<file path="src/rtl/mem_port_arbiter_if.sv">
// Bundle of requester, memory-port and status signals around the memory-port arbiter.
// master: the arbiter (drives the memory port and the acks); slave: requesters plus memory.
interface mem_port_arbiter_if;
    logic        if_req;
    logic [29:0] if_addr;
    logic        if_ack;
    logic [31:0] if_rdata;
    logic        ls_req;
    logic        ls_we;
    logic [3:0]  ls_be;
    logic [29:0] ls_addr;
    logic [31:0] ls_wdata;
    logic        ls_ack;
    logic [31:0] ls_rdata;
    logic        err;
    logic        mem_req;
    logic        mem_we;
    logic [3:0]  mem_be;
    logic [29:0] mem_addr;
    logic [31:0] mem_wdata;
    logic        mem_ack;
    logic [31:0] mem_rdata;
    logic        busy;

    modport master (
        input  if_req, if_addr, ls_req, ls_we, ls_be, ls_addr, ls_wdata, mem_ack, mem_rdata,
        output if_ack, if_rdata, ls_ack, ls_rdata, err,
        output mem_req, mem_we, mem_be, mem_addr, mem_wdata, busy
    );

    modport slave (
        output if_req, if_addr, ls_req, ls_we, ls_be, ls_addr, ls_wdata, mem_ack, mem_rdata,
        input  if_ack, if_rdata, ls_ack, ls_rdata, err,
        input  mem_req, mem_we, mem_be, mem_addr, mem_wdata, busy
    );
endinterface

</file>
<file path="src/rtl/mem_port_arbiter.sv">
// Arbitrates one word-addressed memory port between instruction fetch (IF) and load/store (LS),
// with LS priority, an IF starvation guard and a timeout that turns a hung memory into err.
module mem_port_arbiter #(
    parameter int STARVE_LIMIT = 4,
    parameter int MAX_WAIT     = 15
) (
    input  logic                 clk,
    input  logic                 reset,
    mem_port_arbiter_if.master   bus,
    output logic [1:0]           state_o
);
    // Handshake: a requester holds req (and its operands) high until its one-cycle ack;
    // the memory sees mem_req held with stable operands until mem_ack, which may come any later cycle.

    localparam int SW = ($clog2(STARVE_LIMIT + 1) > 3) ? $clog2(STARVE_LIMIT + 1) : 3;

    typedef enum logic [1:0] {S_IDLE = 2'd0, S_BUSY = 2'd1, S_RESP = 2'd2} state_t;

    state_t          state_q, state_d;
    logic            owner_q, owner_d;
    logic [SW-1:0]   starve_q, starve_d;
    logic [7:0]      wait_q, wait_d;
    logic            err_pend_q, err_pend_d;
    logic            mem_req_q, mem_req_d;
    logic            mem_we_q, mem_we_d;
    logic [3:0]      mem_be_q, mem_be_d;
    logic [29:0]     mem_addr_q, mem_addr_d;
    logic [31:0]     mem_wdata_q, mem_wdata_d;
    logic [31:0]     if_rdata_q, if_rdata_d;
    logic [31:0]     ls_rdata_q, ls_rdata_d;
    logic            grant_ls, grant_if;
    logic [31:0]     rdata_cap;

    // owner_q = 1 means LS owns the port; IF wins a tie only once LS has starved it.
    assign grant_ls  = bus.ls_req && (!bus.if_req || (starve_q != SW'(STARVE_LIMIT)));
    assign grant_if  = bus.if_req && !grant_ls;
    assign rdata_cap = mem_we_q ? 32'h0 : bus.mem_rdata;

    always_ff @(posedge clk) begin
        if (reset) begin
            state_q     <= S_IDLE;
            owner_q     <= 1'b0;
            starve_q    <= '0;
            wait_q      <= '0;
            err_pend_q  <= 1'b0;
            mem_req_q   <= 1'b0;
            mem_we_q    <= 1'b0;
            mem_be_q    <= '0;
            mem_addr_q  <= '0;
            mem_wdata_q <= '0;
            if_rdata_q  <= '0;
            ls_rdata_q  <= '0;
        end else begin
            state_q     <= state_d;
            owner_q     <= owner_d;
            starve_q    <= starve_d;
            wait_q      <= wait_d;
            err_pend_q  <= err_pend_d;
            mem_req_q   <= mem_req_d;
            mem_we_q    <= mem_we_d;
            mem_be_q    <= mem_be_d;
            mem_addr_q  <= mem_addr_d;
            mem_wdata_q <= mem_wdata_d;
            if_rdata_q  <= if_rdata_d;
            ls_rdata_q  <= ls_rdata_d;
        end
    end

    always_comb begin
        state_d     = state_q;
        owner_d     = owner_q;
        starve_d    = starve_q;
        wait_d      = wait_q;
        err_pend_d  = err_pend_q;
        mem_req_d   = mem_req_q;
        mem_we_d    = mem_we_q;
        mem_be_d    = mem_be_q;
        mem_addr_d  = mem_addr_q;
        mem_wdata_d = mem_wdata_q;
        if_rdata_d  = if_rdata_q;
        ls_rdata_d  = ls_rdata_q;
        case (state_q)
            S_IDLE: begin
                if (grant_ls || grant_if) begin
                    state_d   = S_BUSY;
                    owner_d   = grant_ls;
                    wait_d    = 8'd1;
                    mem_req_d = 1'b1;
                    if (grant_ls) begin
                        mem_we_d    = bus.ls_we;
                        mem_be_d    = bus.ls_be;
                        mem_addr_d  = bus.ls_addr;
                        mem_wdata_d = bus.ls_wdata;
                        if (!bus.if_req)
                            starve_d = '0;
                        else if (starve_q != {SW{1'b1}})
                            starve_d = starve_q + 1'b1;
                    end else begin
                        mem_we_d    = 1'b0;
                        mem_be_d    = 4'hF;
                        mem_addr_d  = bus.if_addr;
                        mem_wdata_d = 32'h0;
                        starve_d    = '0;
                    end
                end
            end
            S_BUSY: begin
                // An ack on the last allowed cycle still wins over the timeout.
                if (bus.mem_ack) begin
                    state_d   = S_RESP;
                    mem_req_d = 1'b0;
                    if (owner_q) ls_rdata_d = rdata_cap;
                    else         if_rdata_d = rdata_cap;
                end else if (wait_q == 8'(MAX_WAIT)) begin
                    state_d    = S_RESP;
                    mem_req_d  = 1'b0;
                    err_pend_d = 1'b1;
                    if (owner_q) ls_rdata_d = 32'h0;
                    else         if_rdata_d = 32'h0;
                end else begin
                    wait_d = wait_q + 8'd1;
                end
            end
            S_RESP: begin
                state_d    = S_IDLE;
                err_pend_d = 1'b0;
                wait_d     = '0;
            end
            default: state_d = S_IDLE;
        endcase
    end

    always_comb begin
        bus.if_ack = (state_q == S_RESP) && !owner_q;
        bus.ls_ack = (state_q == S_RESP) && owner_q;
        bus.err    = (state_q == S_RESP) && err_pend_q;
        bus.busy   = (state_q != S_IDLE);
        state_o    = state_q;
    end

    assign bus.mem_req   = mem_req_q;
    assign bus.mem_we    = mem_we_q;
    assign bus.mem_be    = mem_be_q;
    assign bus.mem_addr  = mem_addr_q;
    assign bus.mem_wdata = mem_wdata_q;
    assign bus.if_rdata  = if_rdata_q;
    assign bus.ls_rdata  = ls_rdata_q;

endmodule

</file>
<file path="src/flat_wrapper.sv">
// flat-port wrapper written by rule: the top's interface ports become plain ports
module mem_port_arbiter_flat 
#(
    parameter int STARVE_LIMIT = 4,
    parameter int MAX_WAIT     = 15
)
  (clk, reset, state_o, bus_if_req, bus_if_addr, bus_ls_req, bus_ls_we, bus_ls_be, bus_ls_addr, bus_ls_wdata, bus_mem_ack, bus_mem_rdata, bus_if_ack, bus_if_rdata, bus_ls_ack, bus_ls_rdata, bus_err, bus_mem_req, bus_mem_we, bus_mem_be, bus_mem_addr, bus_mem_wdata, bus_busy);
  mem_port_arbiter_if bus_i ();
  input  logic clk;
  input  logic reset;
  output logic [1:0] state_o;
  input wire logic [$bits(bus_i.if_req)-1:0] bus_if_req;
  input wire logic [$bits(bus_i.if_addr)-1:0] bus_if_addr;
  input wire logic [$bits(bus_i.ls_req)-1:0] bus_ls_req;
  input wire logic [$bits(bus_i.ls_we)-1:0] bus_ls_we;
  input wire logic [$bits(bus_i.ls_be)-1:0] bus_ls_be;
  input wire logic [$bits(bus_i.ls_addr)-1:0] bus_ls_addr;
  input wire logic [$bits(bus_i.ls_wdata)-1:0] bus_ls_wdata;
  input wire logic [$bits(bus_i.mem_ack)-1:0] bus_mem_ack;
  input wire logic [$bits(bus_i.mem_rdata)-1:0] bus_mem_rdata;
  output wire logic [$bits(bus_i.if_ack)-1:0] bus_if_ack;
  output wire logic [$bits(bus_i.if_rdata)-1:0] bus_if_rdata;
  output wire logic [$bits(bus_i.ls_ack)-1:0] bus_ls_ack;
  output wire logic [$bits(bus_i.ls_rdata)-1:0] bus_ls_rdata;
  output wire logic [$bits(bus_i.err)-1:0] bus_err;
  output wire logic [$bits(bus_i.mem_req)-1:0] bus_mem_req;
  output wire logic [$bits(bus_i.mem_we)-1:0] bus_mem_we;
  output wire logic [$bits(bus_i.mem_be)-1:0] bus_mem_be;
  output wire logic [$bits(bus_i.mem_addr)-1:0] bus_mem_addr;
  output wire logic [$bits(bus_i.mem_wdata)-1:0] bus_mem_wdata;
  output wire logic [$bits(bus_i.busy)-1:0] bus_busy;
  assign bus_i.if_req = bus_if_req;
  assign bus_i.if_addr = bus_if_addr;
  assign bus_i.ls_req = bus_ls_req;
  assign bus_i.ls_we = bus_ls_we;
  assign bus_i.ls_be = bus_ls_be;
  assign bus_i.ls_addr = bus_ls_addr;
  assign bus_i.ls_wdata = bus_ls_wdata;
  assign bus_i.mem_ack = bus_mem_ack;
  assign bus_i.mem_rdata = bus_mem_rdata;
  assign bus_if_ack = bus_i.if_ack;
  assign bus_if_rdata = bus_i.if_rdata;
  assign bus_ls_ack = bus_i.ls_ack;
  assign bus_ls_rdata = bus_i.ls_rdata;
  assign bus_err = bus_i.err;
  assign bus_mem_req = bus_i.mem_req;
  assign bus_mem_we = bus_i.mem_we;
  assign bus_mem_be = bus_i.mem_be;
  assign bus_mem_addr = bus_i.mem_addr;
  assign bus_mem_wdata = bus_i.mem_wdata;
  assign bus_busy = bus_i.busy;
  mem_port_arbiter #(.STARVE_LIMIT(STARVE_LIMIT), .MAX_WAIT(MAX_WAIT)) u_core (.clk(clk), .reset(reset), .bus(bus_i), .state_o(state_o));
endmodule
</file>
<file path="config.mk">
export PLATFORM = sky130hd
export DESIGN_NAME = mem_port_arbiter_flat
export DESIGN_NICKNAME = d
export VERILOG_FILES = /design/src/rtl/mem_port_arbiter_if.sv /design/src/rtl/mem_port_arbiter.sv /design/src/flat_wrapper.sv
export SDC_FILE = /design/constraint.sdc
export NUM_CORES = 1
export LEC_CHECK = 0
export ABC_CLOCK_PERIOD_IN_PS = 1600
export BUFFER_PORTS_ARGS = -buffer_cell sky130_fd_sc_hd__buf_2
export CORE_ASPECT_RATIO = 1.25
export CORE_MARGIN = 2
export CORE_UTILIZATION = 42
export DETAILED_ROUTE_END_ITERATION = 8
export PLACE_DENSITY = 0.86
export SETUP_SLACK_MARGIN = 0.02
export SLEW_MARGIN = 0
export SYNTH_ARGS = -nofsm -noshare
export SYNTH_HDL_FRONTEND = slang
export SYNTH_SLANG_ARGS = --single-unit
</file>
<file path="constraint.sdc">
create_clock -name clk -period 1.6 [get_ports clk]
set_input_delay 0.08 -clock clk [delete_from_list [all_inputs] [get_ports clk]]
set_output_delay 0.08 -clock clk [all_outputs]
set_load 0.005 [all_outputs]
</file>
==> results.py <==
metrics = {
    "die": {
        "core_area_sq_um": 13810,
        "placementRows": 48,
        "die_h_um": 136.9,
        "die_w_um": 110.3,
        "boundaryPins": 272,
        "start_util": 0.4293,
        "die_area_sq_um": 15090,
    },
    "yosys": {
        "syn_area_sq_um": 5931,
        "syn_inst": 614,
        "yosysWarnings": 0,
        "ys.flop_type": "dfxtp_1",
        "synth-seq-cells": 147,
        "synthArstFlopShare": 0,
        "ys_seq_area_frac": 0.4962,
        "synth_nets": 757,
        "syn_avg_cell_area_sq_um": 9.659,
        "yosysUniqueCellTypes": 50,
        "synth_edf_count": 0,
    },
    "drt": {
        "wirelength_um": 21860,
        "num_vias": 6457,
        "drt-pass1-iter-count": 5,
        "drc": 0,
        "via_per_inst": 5.301,
        "postRouteAntennaNets": 0,
        "drt_iter0_markers": 447,
        "avgRoutedWirePerCell_um": 17.95,
    },
    "sta": {
        "final_hold_viol_count": 0,
        "timing.fmax_mhz": 598.6,
        "clock_skew_ps": 8.302,
        "finalWorstPathRequiredPeriod_ps": 1671,
        "fin_crit_sh": 1.044,
        "setup_viol": 25,
        "relSlewSlack": 0.7158,
        "rsz0062_at_grt": "yes",
        "worst_slack_ps": -70.62,
        "slew_viol_final": 0,
        "worst_pin_slew_ps": 425.7,
    },
    "placement": {
        "gp_congestion": 0.8716,
        "port_buffers": 271,
        "dpl.cell_count": 1045,
        "hpwlAfterDp_um": 11560,
        "dpl_worst_slack_ps": -47.72,
    },
    "clock_tree": {
        "cts.path.max_buffers": 2,
        "clkSinkCount": 147,
        "cts_tree": "built",
        "cts_htree_levels": 4,
        "numCtsBuffers": 17,
        "clk_pin_slew_ps": 60,
        "clockRootBuffer": "clkbuf_16",
        "insertion_delay_ps": 410,
    },
    "run": {
        "maxCapViolCount": 0,
    },
    "pwr": {
        "finalPower_mw": 10.34,
        "power.density_nw_per_um2": 1040,
        "vdd_drop_max_mv": 0.7492,
        "p_leak_nw": 4.714,
    },
    "grt": {
        "grt_first_pass_wirelength_um": 31270,
        "grt_overflow_total": 0,
        "grtUsageTotal": 0.2685,
        "grt_pass1_vias": 6587,
        "antenna_found_initial": 0,
        "grt_max_degree": 65,
    },
    "worst_setup_path": {
        "end_kind": "register",
        "cp.required_ps": 1930,
        "crit_type": "reg -> reg",
        "cp_max_fo": 6,
        "crit_path_start_kind": "register",
        "arrival_ps": 2000,
    },
    "cells_and_area": {
        "final_cell_mix": "buf_2, dfxtp_1, dlygate4sd3_1",
        "fillers": 916,
        "nets": 1173,
        "num_antenna_cells": 0,
        "drive_gt1_frac": 0.3854,
        "syn_to_final_growth_pct": 67.74,
        "final_common_cell": "buf_2",
        "stdcell_count": 1218,
    },
    "run_status": {
        "violations": "setup timing",
        "status": "finished with violations",
    },
    "worst_hold_path": {
        "hold_class": "in -> reg",
    },
}
==> report_power, final <==
| part | internal, mW | switching [mW] | total, mW |
|---|---|---|---|
| Clock | 2.19 | 1.69 | 3.88 |
| Combinational | 1.18 | 1.15 | 2.33 |
| Sequential | 3.96 | 0.177 | 4.13 |
| Total | 7.33 | 3.01 | 10.3 |
==> critical path: stages (launching register included) <==
cell and delay, ps:
dfxtp_2 320, inv_2 80, ha_4 140, nor4b_4 260, a22oi_2 130, nor2_4 120
buf_12 150, buf_12 140, mux2i_1 230
==> registers in the layout (all words and copies together), names as in the netlist, 2 cells and up <==
register              cells
u_core.bus.mem_be         4
u_core.bus.if_rdata      32
u_core.bus.ls_rdata      32
u_core.bus.mem_addr      30
u_core.state_o            2
u_core.bus.mem_wdata     32
u_core.wait_q             8
u_core.starve_q           3
==> path summary, 6_finish.rpt <==
path / startpoint / cells past startpoint / endpoint / slack (ps)
setup / recovery: u_core.state_o[1]$_SDFFE_PP0P_ / 8 / u_core.bus.if_rdata[0]$_SDFFE_PP0P_ / -70
hold / removal: bus_ls_addr[9] / 3 / u_core.bus.mem_addr[9]$_SDFFE_PP0P_ / 9
setup reg to reg: u_core.state_o[1]$_SDFFE_PP0P_ / 8 / u_core.bus.if_rdata[0]$_SDFFE_PP0P_ / -70
hold reg to reg: u_core.bus.mem_req$_SDFFE_PP0P_ / 2 / u_core.bus.mem_req$_SDFFE_PP0P_ / 450
==> routing by layer <==
layer	share of wire	GRT usage
met3	0.079	0.07667
met4	0.034	0.1451
met2	0.52	0.4826
met5	0	0
met1	0.37	0.2768
==> timing repair <==
| action | in CTS | in global routing |
|---|---|---|
| setup endpoints to repair | 72 | 128 |
| setup buffers | 6 | 3 |
| hold endpoints to repair | 128 | 0 |
| cloned | 3 | 6 |
| pin swaps | 7 | 6 |
| hold buffers | 126 | 0 |
| gates resized for setup | 23 | 33 |
==> cell type report <==
cell class,count,area (sq um),share of cell area
clock buffer,18,429.2,0.04314
sequential,147,2952,0.2967
timing repair buffer,442,3246,0.3262
clock inverter,14,141.4,0.01421
tap,175,219.0,0.02201
inverter,10,40.04,0.004025
multi-input combinational,412,2922,0.2937
==> cells in the mapped netlist (2+ instances only) <==
cell type / instances / area (sq um)
nor2b_1: 2 / 12.51
nor3b_2: 2 / 25.02
nor2_1: 39 / 146.4
buf_6: 6 / 67.56
a22o_1: 2 / 17.52
o311ai_1: 2 / 17.52
nand2b_1: 3 / 18.77
ha_1: 9 / 112.6
o311ai_0: 3 / 26.28
a22oi_1: 33 / 247.7
dfxtp_1: 147 / 2943
nand4_1: 3 / 18.77
nand3_1: 6 / 30.03
nand2_1: 105 / 394.1
o21ai_0: 33 / 165.2
and3_1: 2 / 12.51
and2_1: 2 / 12.51
o21ai_1: 2 / 10.01
mux2i_1: 95 / 950.9
buf_1: 3 / 11.26
nor4b_1: 2 / 17.52
o31ai_1: 4 / 30.03
buf_2: 14 / 70.07
o221a_2: 4 / 45.04
inv_1: 9 / 33.78
a21oi_1: 38 / 190.2
clkbuf_1: 21 / 78.83
==> metrics by stage <==
step	cell area [sq um]	hold WS, ps	util	setup TNS, ps
final	9948	8.620	0.7202	-632.2
after global routing	9948	28.63	0.7202	-2944
after CTS	9668	11.49	0.6999	-73.15
after detailed placement	7624	336.6	0.5519	-752.9
after global placement	7624	324.3	0.5519	0
after floorplan	5939	241.5	-	0
==> kinds of logic after synthesis <==
| logic type | Yosys count | share of synthesized area |
|---|---|---|
| AOI/OAI and AO/OA | 132 | 0.1437 |
| and+or+nand+nor | 175 | 0.1329 |
| adders and majority gates | 9 | 0.01899 |
| muxes | 96 | 0.1622 |
| buffers and inverters | 55 | 0.04599 |
| DFF | 147 | 0.4962 |
Note: power is estimated with default switching activity, not from simulation.
